### src/rtl/freq_sweep_ctrl_if.sv
// Sweep controller bus: configuration and control towards the sequencer,
// table address and status back from it.
//   master: drives Start/Abort/StartAddr/StopAddr/StepSize/Dwell/Ready,
//           observes Address/FreqChng/Busy/Done
//   slave : the sequencer side
interface freq_sweep_ctrl_if #(
    parameter int unsigned ADDR_W  = 11,
    parameter int unsigned DWELL_W = 16
);
    logic               Start;
    logic               Abort;
    logic [ADDR_W-1:0]  StartAddr;
    logic [ADDR_W-1:0]  StopAddr;
    logic [ADDR_W-1:0]  StepSize;
    logic [DWELL_W-1:0] Dwell;
    logic               Ready;
    logic [ADDR_W-1:0]  Address;
    logic               FreqChng;
    logic               Busy;
    logic               Done;

    modport master (
        output Start, Abort, StartAddr, StopAddr, StepSize, Dwell, Ready,
        input  Address, FreqChng, Busy, Done
    );

    modport slave (
        input  Start, Abort, StartAddr, StopAddr, StepSize, Dwell, Ready,
        output Address, FreqChng, Busy, Done
    );
endinterface

### src/rtl/freq_sweep_ctrl.sv
// DDS frequency sweep sequencer. Steps the lookup-table address from StartAddr
// to StopAddr by StepSize, pulsing FreqChng on every address change, waiting
// for SETTLE_CYC consecutive Ready cycles, then dwelling before the next step.
// Ports:
//   Fg_CLK  - sole clock
//   RESETn  - synchronous active-low reset
//   bus     - slave side of freq_sweep_ctrl_if (config/control in, Address,
//             FreqChng, Busy, Done out; all outputs registered)
module freq_sweep_ctrl #(
    parameter int unsigned ADDR_W     = 11,
    parameter int unsigned DWELL_W    = 16,
    parameter int unsigned SETTLE_CYC = 4
) (
    input  logic               Fg_CLK,
    input  logic               RESETn,
    freq_sweep_ctrl_if.slave   bus
);

    // Counter only has to hold 0..SETTLE_CYC-1; the final Ready cycle moves on.
    localparam int unsigned SET_W = (SETTLE_CYC < 2) ? 1 : $clog2(SETTLE_CYC);

    typedef enum logic [1:0] {
        ST_IDLE   = 2'd0,
        ST_SETTLE = 2'd1,
        ST_DWELL  = 2'd2,
        ST_DONE   = 2'd3
    } state_e;

    state_e             state_q, state_d;
    logic [ADDR_W-1:0]  address_q, address_d;
    logic               freq_chng_q, freq_chng_d;
    logic               busy_q, busy_d;
    logic               done_q, done_d;
    logic [SET_W-1:0]   settle_cnt_q, settle_cnt_d;
    logic [DWELL_W-1:0] dwell_cnt_q, dwell_cnt_d;
    logic [ADDR_W-1:0]  stop_q, stop_d;
    logic [ADDR_W-1:0]  step_q, step_d;
    logic [DWELL_W-1:0] dwell_q, dwell_d;
    logic               dir_up_q, dir_up_d;

    logic               start_ok_c;
    logic               settle_done_c;
    logic               last_dwell_c;
    logic               at_stop_c;
    logic [ADDR_W:0]    sum_c;
    logic [ADDR_W:0]    diff_c;
    logic [ADDR_W-1:0]  next_addr_c;

    assign start_ok_c    = bus.Start && !bus.Abort;
    assign settle_done_c = bus.Ready && (settle_cnt_q == SET_W'(SETTLE_CYC - 1));
    assign last_dwell_c  = (dwell_cnt_q == DWELL_W'(1));
    assign at_stop_c     = (address_q == stop_q);

    // Next point, clamped to StopAddr; the extra bit catches carry/borrow.
    always_comb begin
        sum_c  = {1'b0, address_q} + {1'b0, step_q};
        diff_c = {1'b0, address_q} - {1'b0, step_q};
        if (dir_up_q) begin
            next_addr_c = (sum_c >= {1'b0, stop_q}) ? stop_q : sum_c[ADDR_W-1:0];
        end else begin
            next_addr_c = (diff_c[ADDR_W] || (diff_c[ADDR_W-1:0] <= stop_q))
                          ? stop_q : diff_c[ADDR_W-1:0];
        end
    end

    // State register
    always_ff @(posedge Fg_CLK) begin
        if (!RESETn) begin
            state_q <= ST_IDLE;
        end else begin
            state_q <= state_d;
        end
    end

    // Next-state logic; Abort wins over every transition out of a busy state
    always_comb begin
        state_d = state_q;
        case (state_q)
            ST_IDLE: begin
                if (start_ok_c) state_d = ST_SETTLE;
            end
            ST_SETTLE: begin
                if (bus.Abort)          state_d = ST_IDLE;
                else if (settle_done_c) state_d = ST_DWELL;
            end
            ST_DWELL: begin
                if (bus.Abort)         state_d = ST_IDLE;
                else if (last_dwell_c) state_d = at_stop_c ? ST_DONE : ST_SETTLE;
            end
            ST_DONE: begin
                state_d = ST_IDLE;
            end
            default: state_d = ST_IDLE;
        endcase
    end

    // Output and datapath next values
    always_comb begin
        address_d    = address_q;
        freq_chng_d  = 1'b0;
        busy_d       = busy_q;
        done_d       = 1'b0;
        settle_cnt_d = settle_cnt_q;
        dwell_cnt_d  = dwell_cnt_q;
        stop_d       = stop_q;
        step_d       = step_q;
        dwell_d      = dwell_q;
        dir_up_d     = dir_up_q;
        case (state_q)
            ST_IDLE: begin
                if (start_ok_c) begin
                    address_d    = bus.StartAddr;
                    freq_chng_d  = 1'b1;
                    busy_d       = 1'b1;
                    settle_cnt_d = '0;
                    stop_d       = bus.StopAddr;
                    step_d       = (bus.StepSize == '0) ? ADDR_W'(1) : bus.StepSize;
                    dwell_d      = (bus.Dwell == '0) ? DWELL_W'(1) : bus.Dwell;
                    dir_up_d     = (bus.StopAddr >= bus.StartAddr);
                end
            end
            ST_SETTLE: begin
                if (bus.Abort) begin
                    busy_d = 1'b0;
                end else if (!bus.Ready) begin
                    settle_cnt_d = '0;
                end else if (settle_done_c) begin
                    settle_cnt_d = '0;
                    dwell_cnt_d  = dwell_q;
                end else begin
                    settle_cnt_d = settle_cnt_q + SET_W'(1);
                end
            end
            ST_DWELL: begin
                if (bus.Abort) begin
                    busy_d = 1'b0;
                end else if (last_dwell_c) begin
                    dwell_cnt_d = '0;
                    if (!at_stop_c) begin
                        address_d    = next_addr_c;
                        freq_chng_d  = 1'b1;
                        settle_cnt_d = '0;
                    end
                end else begin
                    dwell_cnt_d = dwell_cnt_q - DWELL_W'(1);
                end
            end
            ST_DONE: begin
                busy_d = 1'b0;
                done_d = !bus.Abort;
            end
            default: begin
                busy_d = 1'b0;
            end
        endcase
    end

    // Datapath and output registers
    always_ff @(posedge Fg_CLK) begin
        if (!RESETn) begin
            address_q    <= '0;
            freq_chng_q  <= 1'b0;
            busy_q       <= 1'b0;
            done_q       <= 1'b0;
            settle_cnt_q <= '0;
            dwell_cnt_q  <= '0;
            stop_q       <= '0;
            step_q       <= '0;
            dwell_q      <= '0;
            dir_up_q     <= 1'b0;
        end else begin
            address_q    <= address_d;
            freq_chng_q  <= freq_chng_d;
            busy_q       <= busy_d;
            done_q       <= done_d;
            settle_cnt_q <= settle_cnt_d;
            dwell_cnt_q  <= dwell_cnt_d;
            stop_q       <= stop_d;
            step_q       <= step_d;
            dwell_q      <= dwell_d;
            dir_up_q     <= dir_up_d;
        end
    end

    assign bus.Address  = address_q;
    assign bus.FreqChng = freq_chng_q;
    assign bus.Busy     = busy_q;
    assign bus.Done     = done_q;

endmodule

### src/flat_wrapper.sv
// flat-port wrapper written by rule: the top's interface ports become plain ports
module freq_sweep_ctrl_flat 
#(
    parameter int unsigned ADDR_W     = 11,
    parameter int unsigned DWELL_W    = 16,
    parameter int unsigned SETTLE_CYC = 4
)
  (Fg_CLK, RESETn, bus_Start, bus_Abort, bus_StartAddr, bus_StopAddr, bus_StepSize, bus_Dwell, bus_Ready, bus_Address, bus_FreqChng, bus_Busy, bus_Done);
  freq_sweep_ctrl_if #(.ADDR_W(ADDR_W), .DWELL_W(DWELL_W)) bus_i ();
  input  logic Fg_CLK;
  input  logic RESETn;
  input wire logic [$bits(bus_i.Start)-1:0] bus_Start;
  input wire logic [$bits(bus_i.Abort)-1:0] bus_Abort;
  input wire logic [$bits(bus_i.StartAddr)-1:0] bus_StartAddr;
  input wire logic [$bits(bus_i.StopAddr)-1:0] bus_StopAddr;
  input wire logic [$bits(bus_i.StepSize)-1:0] bus_StepSize;
  input wire logic [$bits(bus_i.Dwell)-1:0] bus_Dwell;
  input wire logic [$bits(bus_i.Ready)-1:0] bus_Ready;
  output wire logic [$bits(bus_i.Address)-1:0] bus_Address;
  output wire logic [$bits(bus_i.FreqChng)-1:0] bus_FreqChng;
  output wire logic [$bits(bus_i.Busy)-1:0] bus_Busy;
  output wire logic [$bits(bus_i.Done)-1:0] bus_Done;
  assign bus_i.Start = bus_Start;
  assign bus_i.Abort = bus_Abort;
  assign bus_i.StartAddr = bus_StartAddr;
  assign bus_i.StopAddr = bus_StopAddr;
  assign bus_i.StepSize = bus_StepSize;
  assign bus_i.Dwell = bus_Dwell;
  assign bus_i.Ready = bus_Ready;
  assign bus_Address = bus_i.Address;
  assign bus_FreqChng = bus_i.FreqChng;
  assign bus_Busy = bus_i.Busy;
  assign bus_Done = bus_i.Done;
  freq_sweep_ctrl #(.ADDR_W(ADDR_W), .DWELL_W(DWELL_W), .SETTLE_CYC(SETTLE_CYC)) u_core (.Fg_CLK(Fg_CLK), .RESETn(RESETn), .bus(bus_i));
endmodule
### config.mk
export PLATFORM = sky130hd
export DESIGN_NAME = freq_sweep_ctrl_flat
export DESIGN_NICKNAME = d
export VERILOG_FILES = /design/src/rtl/freq_sweep_ctrl_if.sv /design/src/rtl/freq_sweep_ctrl.sv /design/src/flat_wrapper.sv
export SDC_FILE = /design/constraint.sdc
export NUM_CORES = 1
export LEC_CHECK = 0
export CAP_MARGIN = 30
export CORE_AREA = 5 5 103 105
export CTS_BUF_LIST = sky130_fd_sc_hd__clkbuf_8 sky130_fd_sc_hd__clkbuf_16
export CTS_CLUSTER_DIAMETER = 50
export DETAILED_ROUTE_END_ITERATION = 8
export DIE_AREA = 0 0 108 110
export HOLD_SLACK_MARGIN = 0.12
export PLACE_DENSITY = 0.85
export SLEW_MARGIN = 20
export SYNTH_ARGS = -nofsm -noshare
export SYNTH_HDL_FRONTEND = slang
export SYNTH_SLANG_ARGS = --single-unit
### constraint.sdc
create_clock -name Fg_CLK -period 8.1 [get_ports Fg_CLK]
set_input_delay 1.62 -clock Fg_CLK [delete_from_list [all_inputs] [get_ports Fg_CLK]]
set_output_delay 1.62 -clock Fg_CLK [all_outputs]
set_load 0.01 [all_outputs]
# == Word level (Yosys, flattened, before mapping) ==
# Index checks and enable logic that the tools add are counted.
# totals
reg_bits,73
out_inout_bits,14
wordCells,91
# op_classes
addsub,4
magnitude_cmp,3
n_eq_ne,16
muxes,39
reduce_logical,18
# op_table
operator,count
$mux 16,6
$mux 11,8
$pmux 16 s2,1
$mux 2,13
$pmux 11 s2,1
$eq 16x1->1 const B,1
$logic_not 16->1,1
$sub 16x1->16 const B,1
$add 11x11->12,1
$ge 12x11->1,1
$sub 11x11->12,1
$eq 11x11->1,1
$ge 11x11->1,1
$le 11x11->1,1
$logic_not 11->1,1
$reduce_and 5->1,2
$ne 2x1->1 const B,4
$ne 2x2->1 const B,4
$pmux 2 s4,1
$eq 2x2->1 const B,3
$mux 1,6
$ne 3x2->1 const B,2
$pmux 2 s3,1
$reduce_and 2->1,3
other kinds (13),15

# == Logic depth before layout (Yosys ltp) ==
# depth
word_depth,9
ltp_mapped,19
ltp_nobuf,17

# == Worst setup path before layout ==
# OpenSTA, ideal clock, no wires.
# synth_path
path_kind,register to register
startpoint,"register u_core.address_q[0], in the netlist u_core.bus.Address[0]"
endpoint,"register u_core.address_q[4], in the netlist u_core.bus.Address[4]"
setup_ns,0.126
arrival_ns,3.728
required_ns,7.974
setup_slack_ns,4.246
path_stages_with_launch,19
n_path_buf,1
period_less_slack_ns,3.854
cell_sequence,dfxtp_1 -> inv_1 -> ha_1 -> fa_1 -> nor2b_1 -> o2111ai_1 -> o211ai_1 -> a221oi_1 -> xnor2_1 -> ha_1 -> a21oi_1 -> o21ai_0 -> nor4_1 -> nor3_1 -> nand2_1 -> clkbuf_1 -> mux2_2 -> o211ai_1 -> a31oi_1
# synth_between
elab_chain_cells,9
word_cells_on_any_way,15
cone_classes,add/sub: 2; order compare: 2; eq/ne: 2; mux: 7; reduce/logical: 2
# synth_rtl
element,line,rtl
from (decl),freq_sweep_ctrl.sv:30,"logic [ADDR_W-1:0] address_q, address_d;"
from (signal assigned),freq_sweep_ctrl.sv:172,address_q <= address_d;
$sub 11x11->12,freq_sweep_ctrl.sv:57,"diff_c = {1'b0, address_q} - {1'b0, step_q};"
$le 11x11->1,freq_sweep_ctrl.sv:61,next_addr_c = (diff_c[ADDR_W] || (diff_c[ADDR_W-1:0] <= stop_q))
$logic_or 1x1->1,freq_sweep_ctrl.sv:61,
$mux 11,freq_sweep_ctrl.sv:62,? stop_q : diff_c[ADDR_W-1:0];
$mux 11,freq_sweep_ctrl.sv:58,if (dir_up_q) begin
$mux 11,freq_sweep_ctrl.sv:139,if (!at_stop_c) begin
$mux 11,freq_sweep_ctrl.sv:137,end else if (last_dwell_c) begin
$mux 11,freq_sweep_ctrl.sv:135,if (bus.Abort) begin
$pmux 11 s2,freq_sweep_ctrl.sv:109,case (state_q)
# Parallel ways exist; a longest one is shown, timed or not. The select of a mux whose other input is x is not followed.
# A chain may end at the register's enable or synchronous reset.

# == Worst setup path in the final report ==
# layout_path
startpoint,"register u_core.address_q[0], in the netlist u_core.bus.Address[0]"
endpoint,"register u_core.address_q[8], in the netlist u_core.bus.Address[8]"
# The elaborated chain is that of the path after synthesis.

==> impl_results.md <==
- Port buffer count: 67
- Combinational power share: 0.447
- Starting DRT DRC Count: 298
- Layout Cells excl Fill: 918
- Nets: 900
- Layout cells sized above 1: 0.0510
- Register area: 0.00146 mm²
- Crit path max fanout: 11
- Sw Pwr: 500 µW
- CTS Buf Count: 9
- Area delta synth->final: 16.1%
- Synth unique cells: 59
- Cts repair resizes: 0
- CP Cell Sequence: inv_1, ha_1, fa_1, nor2b_1, o2111ai_1, o211ai_1, a221oi_1, xnor2_1, ha_1, a21oi_1, o21ai_0, nor4_1, nor3_1, nand2_1, mux2_2, o211a_1, o221a_2
- Die Area: roughly 0.012 mm²
- R2r startpoint: u_core.bus.Address[0]$_SDFFE_PN0P_
- Reg2reg setup slack: 3.63 ns
- Max-slew violation count: 0
- RD Place Congestion: 1.04
- Die X-Extent: 108 µm
- CORE AREA: 0.00955 mm²
- Reg clk slew, reported paths: 0.08 ns
- Pin count of the biggest net entering global routing: 84
- First-pass GRT wire length: 24800 µm
- CTS Root Cell: clkbuf_8
- GRT Util Overall: 0.258
- Endpoints failing setup: 0
- WL/cell: 16.2 µm
- Clock Power Share: 0.245
- Max clock buf depth: 2
- Largest delay share family, worst path: compound AO/OA/AOI/OAI gates
- Initial core utilization: 0.604
- Die height: 110 µm
- Worst R2R Path Depth: 17
- Sequential share of power: 0.309
- Post-synth EDFFs: 0
- Post-synthesis sequential area ratio: 0.254
- Synth Flop Type: dfxtp_1
- Setup Slack @ Placement: between 3 and 4 ns
- Sw frac: 0.375
- Status: finished, final reports clean
- Worst skew pair latency: ~0.36 ns
- Final period util: 0.552
- Crit path DAT: 4.73 ns
- Htree depth: 3
- Antenna viol nets, final: 0
- Initial antenna violation count: 0
- Grt ovf: 0
- Synth Instances: 740
- Power density over the cells: between 150 and 200 mW/mm²
- Internal Power: 834 µW
- Maximum VDD drop: 0.114 mV
- Most common cell after layout, fill and taps aside: nand2_1
- Post-Syn Area: 0.00576 mm²
- Vias: roughly 5400
- Min cycle time layout: 4.47 ns
- Dpl hpwl: 11100 µm
- DP Area: 0.00647 mm²
- Most frequent CP cell: ha_1
- Worst R2R End: u_core.bus.Address[8]$_SDFFE_PN0P_
- Required @ worst endpoint: 8.36 ns
- Fillers: 787
- Crit path buffers/inverters: 1
- Ant diodes: 0
- # DRC: 0
- Maxcap violations: 0
- Setup TNS: 0 ns
- CP max stage delay: 0.42 ns
- WS Path Type: flip-flop to flip-flop
- Placed Cells: between 900 and 1000
- Final instance area: 0.00669 mm²
- CTS sink count: 73
- Crit path to: u_core.bus.Address[8]$_SDFFE_PN0P_
- I/O pins: 68
- Worst setup SP type: flip-flop
- Hold WC Path Type: flip-flop to flip-flop
- Leakage: between 2 and 3 nW
- Area of the multi-input gates: 0.00390 mm²
- Worst Tran Pin Value: 0.805 ns
- Vias in the first global route: about 5400
- RSZ-0062 raised after global routing: false
- Min setup slack post-route: 3.63 ns
- Fin. Hold Viols: 0
- Row count: 36
- CTS Hold Bufs: 0
- Drt via density: just under 6
- WL final: around 15000 µm
- CTS tree: done
- First-pass iteration count of the detailed router: 5
- CP endpoint kind: flip-flop
- CP Launch Point: u_core.bus.Address[0]$_SDFFE_PN0P_
- Syn avg cell area: 7.79 µm²
- FMAX: 224 MHz
- Yosys warnings: 0
- Slowest CP cell: fa_1
- #FFs+latches synth: between 70 and 80
- Syn nets: between 800 and 900
- Commonest non-fill, non-tap cells in the layout: nand2_1 (103), dfxtp_1 (73), inv_1 (67)
- Critical Path Stages: 17
- Core Util, Final: 0.701
- Post-synth ARST share: 0
- Post-CTS setup repair buffer count: 0
- Max_slew headroom: 0.461
- Setup Skew: roughly 0.012 ns
[routing by layer]
| layer | up-vias | part of all wire | track usage |
|---|---|---|---|
| met5 | - | 0 | 0 |
| met3 | 42 | 0.060 | 0.0466 |
| met4 | 0 | 0.037 | 0.120 |
| li1 | 2684 | - | - |
| met1 | 2510 | 0.41 | 0.307 |
| met2 | 202 | 0.49 | 0.452 |
[worst min path at each step]
stage	from	end	slack [ns]	cells after the start
floorplan	u_core.dwell_q[9]$_SDFFE_PN0P_	u_core.dwell_q[9]$_SDFFE_PN0P_	0.44	2
global placement	u_core.dwell_q[9]$_SDFFE_PN0P_	u_core.dwell_q[9]$_SDFFE_PN0P_	0.45	2
detailed placement	u_core.dwell_q[7]$_SDFFE_PN0P_	u_core.dwell_q[7]$_SDFFE_PN0P_	0.46	2
CTS	u_core.dwell_q[7]$_SDFFE_PN0P_	u_core.dwell_q[7]$_SDFFE_PN0P_	0.47	2
global route	u_core.dwell_q[4]$_SDFFE_PN0P_	u_core.dwell_q[4]$_SDFFE_PN0P_	0.49	2
finish	u_core.dwell_q[7]$_SDFFE_PN0P_	u_core.dwell_q[7]$_SDFFE_PN0P_	0.47	2
[registers in the layout, summed over array words and instances, names as in the netlist]
| register | cells |
|---|---|
| u_core.bus.Done | 1 |
| u_core.state_q | 2 |
| u_core.settle_cnt_q | 2 |
| u_core.step_q | 11 |
| u_core.dwell_q | 16 |
| u_core.dir_up_q | 1 |
| u_core.bus.Busy | 1 |
| u_core.bus.Address | 11 |
| u_core.bus.FreqChng | 1 |
| u_core.stop_q | 11 |
| u_core.dwell_cnt_q | 16 |
[Yosys cell counts, drive strengths merged, types with 5 or more instances]
cell type / n / area (µm²)
nor2: 43 / 161
clkbuf: 38 / 143
o211ai: 9 / 67.6
inv: 66 / 248
nor4: 15 / 109
nand4b: 7 / 61.3
nand3: 10 / 55.1
or4: 5 / 41.3
o221ai: 7 / 61.3
o21ai: 33 / 165
mux2: 7 / 78.8
ha: 63 / 788
o22ai: 5 / 31.3
a21o: 5 / 37.5
xnor2: 18 / 158
a21oi: 26 / 130
nor3: 15 / 86.3
nand2b: 14 / 87.6
dfxtp: 73 / 1460
o32ai: 5 / 43.8
mux2i: 15 / 150
a21boi: 41 / 308
a31oi: 6 / 37.5
xor2: 12 / 105
nand2: 103 / 387
nor2b: 22 / 138
a22oi: 10 / 75.1
a221oi: 5 / 43.8
o21a: 6 / 45.0
[layout make-up]
type / count / area share
Clock buffer: 10 / 0.0206
Clock inverter: 5 / 0.0120
Timing Repair Buffer: 72 / 0.105
Multi-Input combinational cell: 559 / 0.582
Tap cell: 133 / 0.0249
Sequential cell: 73 / 0.218
Inverter: 66 / 0.0370
[stage by stage]
step / hold slack [ns] / total power [mW]
3_3_place_gp: 0.452 / 0.979
3_5_place_dp: 0.460 / 1.00
4_1_cts: 0.470 / 1.33
2_1_floorplan: 0.439 / 0.846
6_report: 0.467 / 1.33
5_1_grt: 0.485 / 1.42
[kinds of logic after synthesis]
logic type	Yosys count	share of synthesized area
muxes	22	0.0397
and+or+nand+nor	254	0.219
AOI/OAI and AO/OA	188	0.228
DFF	73	0.254
buffers and inverters	108	0.0710
xor gates and xnor gates	30	0.0456
adders and majority gates	65	0.144
[power by group through the flow]
| stage | registers, mW | logic, mW | clock network (mW) |
|---|---|---|---|
| after floorplan | 0.413 | 0.433 | 0 |
| after global placement | 0.418 | 0.561 | 0 |
| after detailed placement | 0.420 | 0.584 | 0 |
| after CTS | 0.411 | 0.588 | 0.330 |
| after global routing | 0.415 | 0.658 | 0.346 |
| final | 0.411 | 0.596 | 0.326 |
[worst register-to-register path: stages (launching register included)]
cell       delay, ns
dfxtp_1         0.41
inv_1           0.06
ha_1            0.23
fa_1            0.42
nor2b_1         0.19
o2111ai_1       0.12
o211ai_1        0.20
a221oi_1        0.15
xnor2_1         0.26
ha_1            0.31
a21oi_1         0.15
o21ai_0         0.16
nor4_1          0.36
nor3_1          0.11
nand2_1         0.42
mux2_2          0.40
o211a_1         0.20
o221a_2         0.23
Note: power is estimated with default switching activity, not from simulation.
